==> src/rtl/turn_sequencer_pkg.sv <==
// Shared Connect-4 encodings for the turn sequencer, LED status display and win checker.
package turn_sequencer_pkg;

    localparam int unsigned COLS_DEF = 7;
    localparam int unsigned ROWS_DEF = 6;

    localparam logic [1:0] GAME_INIT = 2'b00;
    localparam logic [1:0] P1_TURN   = 2'b01;
    localparam logic [1:0] P2_TURN   = 2'b10;
    localparam logic [1:0] END_GAME  = 2'b11;

    localparam logic [1:0] STILL_PLAYING = 2'b00;
    localparam logic [1:0] P1_WINS       = 2'b01;
    localparam logic [1:0] P2_WINS       = 2'b10;
    localparam logic [1:0] TIE           = 2'b11;

    typedef enum logic [2:0] {
        ST_INIT,
        ST_P1_WAIT,
        ST_P1_CHK,
        ST_P2_WAIT,
        ST_P2_CHK,
        ST_END
    } fsm_t;

    // Display-facing 2-bit state code; the WAIT and CHK phases of a turn share one code.
    function automatic logic [1:0] state_code(input fsm_t s);
        case (s)
            ST_INIT:               return GAME_INIT;
            ST_P1_WAIT, ST_P1_CHK: return P1_TURN;
            ST_P2_WAIT, ST_P2_CHK: return P2_TURN;
            default:               return END_GAME;
        endcase
    endfunction

endpackage

==> src/rtl/turn_sequencer_column_heights.sv <==
// Per-column fill heights: sync clear, increment at index, combinational read and full flag.
module column_heights
    import turn_sequencer_pkg::*;
#(
    parameter int unsigned COLS  = COLS_DEF,
    parameter int unsigned ROWS  = ROWS_DEF,
    parameter int unsigned COL_W = 3,
    parameter int unsigned ROW_W = 3
) (
    input  logic             clk,
    input  logic             reset,
    input  logic             clear,
    input  logic             inc,
    input  logic [COL_W-1:0] idx,
    output logic [ROW_W-1:0] height,
    output logic             full
);

    logic [ROW_W-1:0] heights [COLS];

    always_ff @(posedge clk) begin
        if (reset || clear) begin
            for (int unsigned i = 0; i < COLS; i++) heights[i] <= '0;
        end else if (inc) begin
            for (int unsigned i = 0; i < COLS; i++)
                if (32'(idx) == i) heights[i] <= heights[i] + 1'b1;
        end
    end

    // Out-of-range indices read as height 0; the caller rejects them separately.
    always_comb begin
        height = '0;
        for (int unsigned i = 0; i < COLS; i++)
            if (32'(idx) == i) height = heights[i];
    end

    assign full = (32'(height) >= ROWS);

endmodule

==> src/rtl/turn_sequencer.sv <==
// Connect-4 turn sequencer: turn FSM, move counter, placement write and win-check handshake.
module turn_sequencer
    import turn_sequencer_pkg::*;
#(
    parameter int unsigned COLS  = COLS_DEF,
    parameter int unsigned ROWS  = ROWS_DEF,
    parameter int unsigned COL_W = 3,
    parameter int unsigned ROW_W = 3,
    parameter int unsigned MOV_W = 6
) (
    input  logic             clk,
    input  logic             reset,
    input  logic             start,
    input  logic [COL_W-1:0] col_sel,
    input  logic             drop,
    input  logic             chk_done,
    input  logic             chk_win,
    output logic [1:0]       state,
    output logic [1:0]       game_status,
    output logic             place_we,
    output logic [COL_W-1:0] place_col,
    output logic [ROW_W-1:0] place_row,
    output logic             place_p2,
    output logic             chk_req,
    output logic             move_err,
    output logic [MOV_W-1:0] move_count
);

    fsm_t             fsm;
    logic [ROW_W-1:0] cur_height;
    logic             col_full;
    logic             col_ok;
    logic             in_wait;
    logic             accept;

    assign col_ok  = (32'(col_sel) < COLS) && !col_full;
    assign in_wait = (fsm == ST_P1_WAIT) || (fsm == ST_P2_WAIT);
    assign accept  = !reset && !start && in_wait && drop && col_ok;

    column_heights #(
        .COLS  (COLS),
        .ROWS  (ROWS),
        .COL_W (COL_W),
        .ROW_W (ROW_W)
    ) u_heights (
        .clk    (clk),
        .reset  (reset),
        .clear  (start),
        .inc    (accept),
        .idx    (col_sel),
        .height (cur_height),
        .full   (col_full)
    );

    always_ff @(posedge clk) begin
        if (reset) begin
            fsm         <= ST_INIT;
            state       <= GAME_INIT;
            game_status <= STILL_PLAYING;
            place_we    <= 1'b0;
            place_col   <= '0;
            place_row   <= '0;
            place_p2    <= 1'b0;
            chk_req     <= 1'b0;
            move_err    <= 1'b0;
            move_count  <= '0;
        end else begin
            place_we <= 1'b0;
            move_err <= 1'b0;
            if (start) begin
                chk_req     <= 1'b0;
                move_count  <= '0;
                game_status <= STILL_PLAYING;
                if (fsm == ST_INIT) begin
                    fsm   <= ST_P1_WAIT;
                    state <= state_code(ST_P1_WAIT);
                end else begin
                    fsm   <= ST_INIT;
                    state <= state_code(ST_INIT);
                end
            end else begin
                case (fsm)
                    ST_P1_WAIT, ST_P2_WAIT: begin
                        if (drop) begin
                            if (col_ok) begin
                                place_we   <= 1'b1;
                                place_col  <= col_sel;
                                place_row  <= cur_height;
                                place_p2   <= (fsm == ST_P2_WAIT);
                                chk_req    <= 1'b1;
                                move_count <= move_count + 1'b1;
                                fsm        <= (fsm == ST_P1_WAIT) ? ST_P1_CHK : ST_P2_CHK;
                            end else begin
                                move_err <= 1'b1;
                            end
                        end
                    end
                    ST_P1_CHK, ST_P2_CHK: begin
                        if (chk_done) begin
                            chk_req <= 1'b0;
                            // move_count already includes the piece under check, so a win on it outranks the tie.
                            if (chk_win) begin
                                fsm         <= ST_END;
                                state       <= state_code(ST_END);
                                game_status <= (fsm == ST_P2_CHK) ? P2_WINS : P1_WINS;
                            end else if (32'(move_count) == COLS * ROWS) begin
                                fsm         <= ST_END;
                                state       <= state_code(ST_END);
                                game_status <= TIE;
                            end else if (fsm == ST_P1_CHK) begin
                                fsm   <= ST_P2_WAIT;
                                state <= state_code(ST_P2_WAIT);
                            end else begin
                                fsm   <= ST_P1_WAIT;
                                state <= state_code(ST_P1_WAIT);
                            end
                        end
                    end
                    default: ;
                endcase
            end
        end
    end

endmodule

==> config.mk <==
export PLATFORM = sky130hd
export DESIGN_NAME = turn_sequencer
export DESIGN_NICKNAME = d
export VERILOG_FILES = /design/src/rtl/turn_sequencer_pkg.sv /design/src/rtl/turn_sequencer_column_heights.sv /design/src/rtl/turn_sequencer.sv
export SDC_FILE = /design/constraint.sdc
export NUM_CORES = 1
export LEC_CHECK = 0
export BUFFER_PORTS_ARGS = -buffer_cell sky130_fd_sc_hd__buf_4
export CORE_MARGIN = 2
export CORE_UTILIZATION = 47
export DETAILED_ROUTE_END_ITERATION = 8
export PLACE_DENSITY = 0.78
export SETUP_SLACK_MARGIN = 0.4
export SLEW_MARGIN = 20
export SYNTH_ARGS = -nofsm -noshare
export SYNTH_HDL_FRONTEND = slang
export SYNTH_SLANG_ARGS = --single-unit
==> constraint.sdc <==
create_clock -name clk -period 6.39 [get_ports clk]
set_input_delay 0 -clock clk [delete_from_list [all_inputs] [get_ports clk]]
set_output_delay 0 -clock clk [all_outputs]
set_load 0.01 [all_outputs]
# --- Word level (Yosys, flattened, before mapping) ---
# Memories as Yosys holds them, arrays and structs flattened.
# Cells that the tools add are included.
op_classes:
  n_addsub: 8
  order_cmp: 2
  eq_ne: 17
  n_mux: 70
  n_bitwise: 10
  n_reduce_logical: 27
ops:
  columns: ["operator", "n"]
  rows:
  - ["$mux 3", 21]
  - ["$mux 1", 37]
  - ["$add 3x1->3 const B", 7]
  - ["$mux 2", 10]
  - ["$eq 3x2->1 const B", 4]
  - ["$eq 3x3->1 const B", 4]
  - ["$reduce_and 4->1", 3]
  - ["$ne 3x3->1 const B", 3]
  - ["$reduce_bool 2->1", 4]
  - ["$or 1x1->1", 7]
  - ["$add 6x1->6 const B", 1]
  - ["$eq 3x1->1 const B", 2]
  - ["$eq 6x6->1 const B", 1]
  - ["$logic_not 3->1", 2]
  - ["$ne 2x2->1 const B", 3]
  - ["$pmux 3 s2", 1]
  - ["$reduce_and 3->1", 2]
  - ["$reduce_or 2->1", 3]
  - ["$logic_and 1x1->1", 5]
  - ["$reduce_or 4->1", 1]
  - ["$ge 3x3->1 const B", 1]
  - ["$logic_not 1->1", 3]
  - ["$lt 3x3->1 const B", 1]
  - ["$not 1->1", 3]
  - ["other kinds (4)", 5]
word_totals:
  regBits: 23
  ram_bits: 21
  inputBits: 9
  output_inout_bits: 20
  elab_cells: 145
  memories: 1
memory_table:
  columns: ["memory", "words", "width", "read_ports", "rd_clocked_by_memory_dff", "write_ports", "line", "source"]
  rows:
  - ["u_heights.heights", 7, 3, 7, 0, 7, "turn_sequencer_column_heights.sv:19", "logic [ROW_W-1:0] heights [COLS];"]

# --- Logic depth before layout (Yosys ltp) ---
depth:
  ltp_word: 16
  ltp_mapped: 9
  depth_no_buf: 8

# --- Modules after synthesis ---
# A second synthesis with hierarchy kept.
unflattened:
  cells_unflattened: 238
  area_unflattened_um2: 2318.5
by_module_without_submodules:
  columns: ["module", "n_inst", "cells_each", "area_per_inst_um2", "seq_area_each_um2"]
  rows:
  - ["column_heights", 1, 111, 1232.4, 630.6]
  - ["turn_sequencer", 1, 127, 1086.0, 460.4]

# --- Least setup slack after synthesis ---
# OpenSTA, ideal clock, no wires.
synth_timing:
  path_type: "reg2reg"
  start: "memory u_heights.heights[4][2]"
  end: "memory u_heights.heights[4][0], enable pin"
  setup_ps: 355
  t_arrival_ps: 1825
  required_time_ps: 6035
  path_slack_ps: 4210
  stages_incl_launch_ff: 7
  n_path_buf: 0
  period_less_slack_ps: 2180
  cell_sequence: "edfxtp_1 nor2b_1 a211o_1 o221a_4 nor3_2 nor2_2 o31ai_1"
synth_lines:
  columns: ["item", "line"]
  rows:
  - ["start: declaration", "turn_sequencer_column_heights.sv:19"]

==> impl_metrics.env <==
export IMPL_post_dp_hpwl_mm=3.61
export IMPL_critPathLaunchType="flop"
export IMPL_root_buffer="clkbuf_8"
export IMPL_die_height_microns=76.7
export IMPL_crit_path_end_kind="flop"
export IMPL_yosysWarningCount=0
export IMPL_detail_route_antenna_nets=0
export IMPL_gp_congestion=0.842
export IMPL_synth_nets=275
export IMPL_finalHoldViolations=0
export IMPL_fp_coreArea_sq_um=5110
export IMPL_firstDrtPassIters=4
export IMPL_postCtsSetupRepairBufs=0
export IMPL_wl_per_cell_microns=15.0
export IMPL_crit_cells=6
export IMPL_vias=1990
export IMPL_die_area_sq_um=5880
export IMPL_syn_area_sq_um=2480
export IMPL_cts_made_buffers=5
export IMPL_rr_worst_depth=6
export IMPL_synthArstFlopShare_pct=0
export IMPL_fp_dieW_microns=76.7
export IMPL_cts_sinks=44
export IMPL_cts_max_level=2
export IMPL_nNetsFinal=296
export IMPL_ir_drop_mv=0.114
export IMPL_grt_pass1_wl_mm=8.82
export IMPL_worstHoldPathType="in -> reg"
export IMPL_skew_ns=0.00572
export IMPL_clk_latency_ns=0.30
export IMPL_synth_cell_types=59
export IMPL_path_clk_slew_ns=0.08
export IMPL_ios=29
export IMPL_timing_hold_ws_ns=0.0489
export IMPL_worstMarginPinSlew_ns=0.566
export IMPL_power_leakage_uw=0.00106
export IMPL_setup_viol=0
export IMPL_grt_overflow_total=0
export IMPL_cp_buffers_inverters=0
export IMPL_grt_setup_unrepaired="false"
export IMPL_drc_errors=0
export IMPL_power_density_nw_per_um2=199
export IMPL_portBuffers=28
export IMPL_mostFrequentLayoutCell="buf_4"
export IMPL_yosysSeqAreaShare_pct=43.9
export IMPL_routed_wl_mm=5.24
export IMPL_path_delay_family="compound AO/OA/AOI/OAI gates"
export IMPL_final_period_utilization_pct=39.5
export IMPL_final_cell_mix="buf_4, dfxtp_1, edfxtp_1, nor2_1, nor3_1"
export IMPL_relSlewSlack_pct=61.8
export IMPL_syn_area_per_cell_sq_um=9.66
export IMPL_path_class="reg -> reg"
export IMPL_synth_cells=257
export IMPL_status="complete, no violations"
export IMPL_viasPerCell=5.70
export IMPL_max_cap_violations=0
export IMPL_post_route_cells_drive_above_1_share_pct=17.6
export IMPL_synth_edf_count=21
export IMPL_gr_usage_all_layers_pct=18.6
export IMPL_max_freq_mhz=397
export IMPL_final_max_slew_violation_count=0
export IMPL_max_stage_delay_ns=0.51
export IMPL_antenna_found_initial=0
export IMPL_core_rowCount=26
export IMPL_n_antenna_cell=0
export IMPL_drt_iter0_markers=154
export IMPL_cts_tree="done"
export IMPL_ys_seq_elements=44
export IMPL_path_cells="nor2b_1, a211o_1, o221a_4, nor3_2, nor2_2, o31ai_1"
export IMPL_fin_tns_setup_ns=0
export IMPL_start_util_pct=48.6
export IMPL_arrival_ns=2.46
export IMPL_worst_path_max_fanout=10
export IMPL_grt_max_degree=28
export IMPL_grt_pass1_vias=1853
export IMPL_crit_slowest_cell="o31ai_1"
export IMPL_fin_crit_ns=2.52
export IMPL_required_ns=6.33
export IMPL_clk_path_buf_depth=2
export IMPL_synth_ff_type="dfxtp_1"
export IMPL_area_delta_synth_final_pct=12.5
export IMPL_holdPathStages=5
-- metal layers --
layer	wire length [microns]	global-route usage [%]	part of all wire [%]	vias to the layer above
li1	-	-	-	994
met1	2450	26.5	47	925
met2	2400	28.3	46	63
met3	317	4.35	6.1	8
met4	65	5.27	1.2	0
met5	0	0	0	-
-- cell usage after synthesis (2+ instances only) --
| cell | count | area (sq um) |
|---|---|---|
| a2111o_1 | 3 | 33.8 |
| a211oi_2 | 2 | 25.0 |
| a21oi_1 | 15 | 75.1 |
| a311oi_1 | 3 | 26.3 |
| a41o_1 | 3 | 30.0 |
| and2_1 | 4 | 25.0 |
| buf_4 | 2 | 15.0 |
| buf_6 | 3 | 33.8 |
| clkbuf_1 | 10 | 37.5 |
| dfxtp_1 | 23 | 460 |
| edfxtp_1 | 21 | 631 |
| ha_1 | 9 | 113 |
| inv_1 | 8 | 30.0 |
| mux2i_1 | 3 | 30.0 |
| nand2_1 | 16 | 60.1 |
| nand2b_1 | 11 | 68.8 |
| nand3_1 | 9 | 45.0 |
| nor2_1 | 17 | 63.8 |
| nor2_2 | 2 | 12.5 |
| nor2b_1 | 4 | 25.0 |
| nor3_1 | 17 | 85.1 |
| nor4_1 | 3 | 18.8 |
| o21a_1 | 2 | 15.0 |
| o21ai_0 | 14 | 70.1 |
| o21ai_1 | 3 | 15.0 |
| o311a_1 | 2 | 20.0 |
| o31ai_1 | 6 | 45.0 |
| or2_1 | 2 | 12.5 |
| or2_2 | 2 | 12.5 |
| or3_1 | 2 | 12.5 |
| xnor2_1 | 7 | 61.3 |
| xor2_1 | 2 | 17.5 |
-- worst register-to-register path, cell delays in order (launching register included) --
cell,delay [ns]
edfxtp_1,0.41
nor2b_1,0.15
a211o_1,0.28
o221a_4,0.14
nor3_2,0.45
nor2_2,0.22
o31ai_1,0.51
-- logic make-up (layout without fill, tap and decap cells) --
| kind of cell | Yosys count | after routing | share of synthesized area [%] |
|---|---|---|---|
| AO/OA/AOI/OAI | 68 | 68 | 20.0 |
| buffers and inverters | 25 | 47 | 5.04 |
| flip-flops | 44 | 44 | 43.9 |
| XOR/XNOR | 9 | 9 | 3.17 |
| adder cells (fa/ha/maj) | 9 | 9 | 4.53 |
| AND/OR/NAND/NOR | 97 | 97 | 20.8 |
| multiplexers | 5 | 5 | 2.57 |
-- path summary, 6_finish.rpt --
kind / start / end / slack [ns]
worst max-delay path: u_heights.heights[4][2] / u_heights.heights[4][1] / 3.87
worst min-delay path: drop / move_err / 0.05
worst max register to register: u_heights.heights[4][2] / u_heights.heights[4][1] / 3.87
worst min register to register: place_col[0] / place_col[0] / 0.48
-- timing repair --
| action | CTS | global route |
|---|---|---|
| hold buffers | 2 | 0 |
| hold endpoints to repair | 7 | 0 |
| gates resized for setup | 0 | 0 |
-- sequential cells by signal (all words and copies together), names as in the netlist --
| name | count |
|---|---|
| u_heights.heights | 21 |
| move_count | 6 |
| fsm | 3 |
| place_col | 3 |
| place_row | 3 |
| game_status | 2 |
| state | 2 |
| chk_req | 1 |
| move_err | 1 |
| place_p2 | 1 |
| place_we | 1 |
-- where the power goes --
part / leakage [uW] / switching (uW) / total, uW / internal (uW)
clock network: 0.0000399 / 92.6 / 169 / 76.2
logic: 0.000603 / 43.1 / 72.9 / 29.8
registers: 0.000420 / 9.33 / 314 / 305
-- stage by stage --
stage                     area (sq um)  total power [uW]  cells  worst slack [ns]  utilization (%)
after CTS                         2790               558    349              3.88             54.7
after floorplan                   2480               373    257              4.21                -
after global placement            2690               391    339              4.03             52.7
final                             2790               556    349              3.87             54.7
after global routing              2790               581    349              3.67             54.7
after detailed placement          2690               392    339              3.89             52.7
-- final cells by class --
class	count	area [sq um]
fillers	474	2310
repair buffers	31	238
clock buffers	7	76.3
inverters	8	30.0
multi-input cells	188	1270
clock inverters	1	3.75
flip-flops and latches	44	1090
well taps	70	87.6
Note: power is estimated with default switching activity, not from simulation.
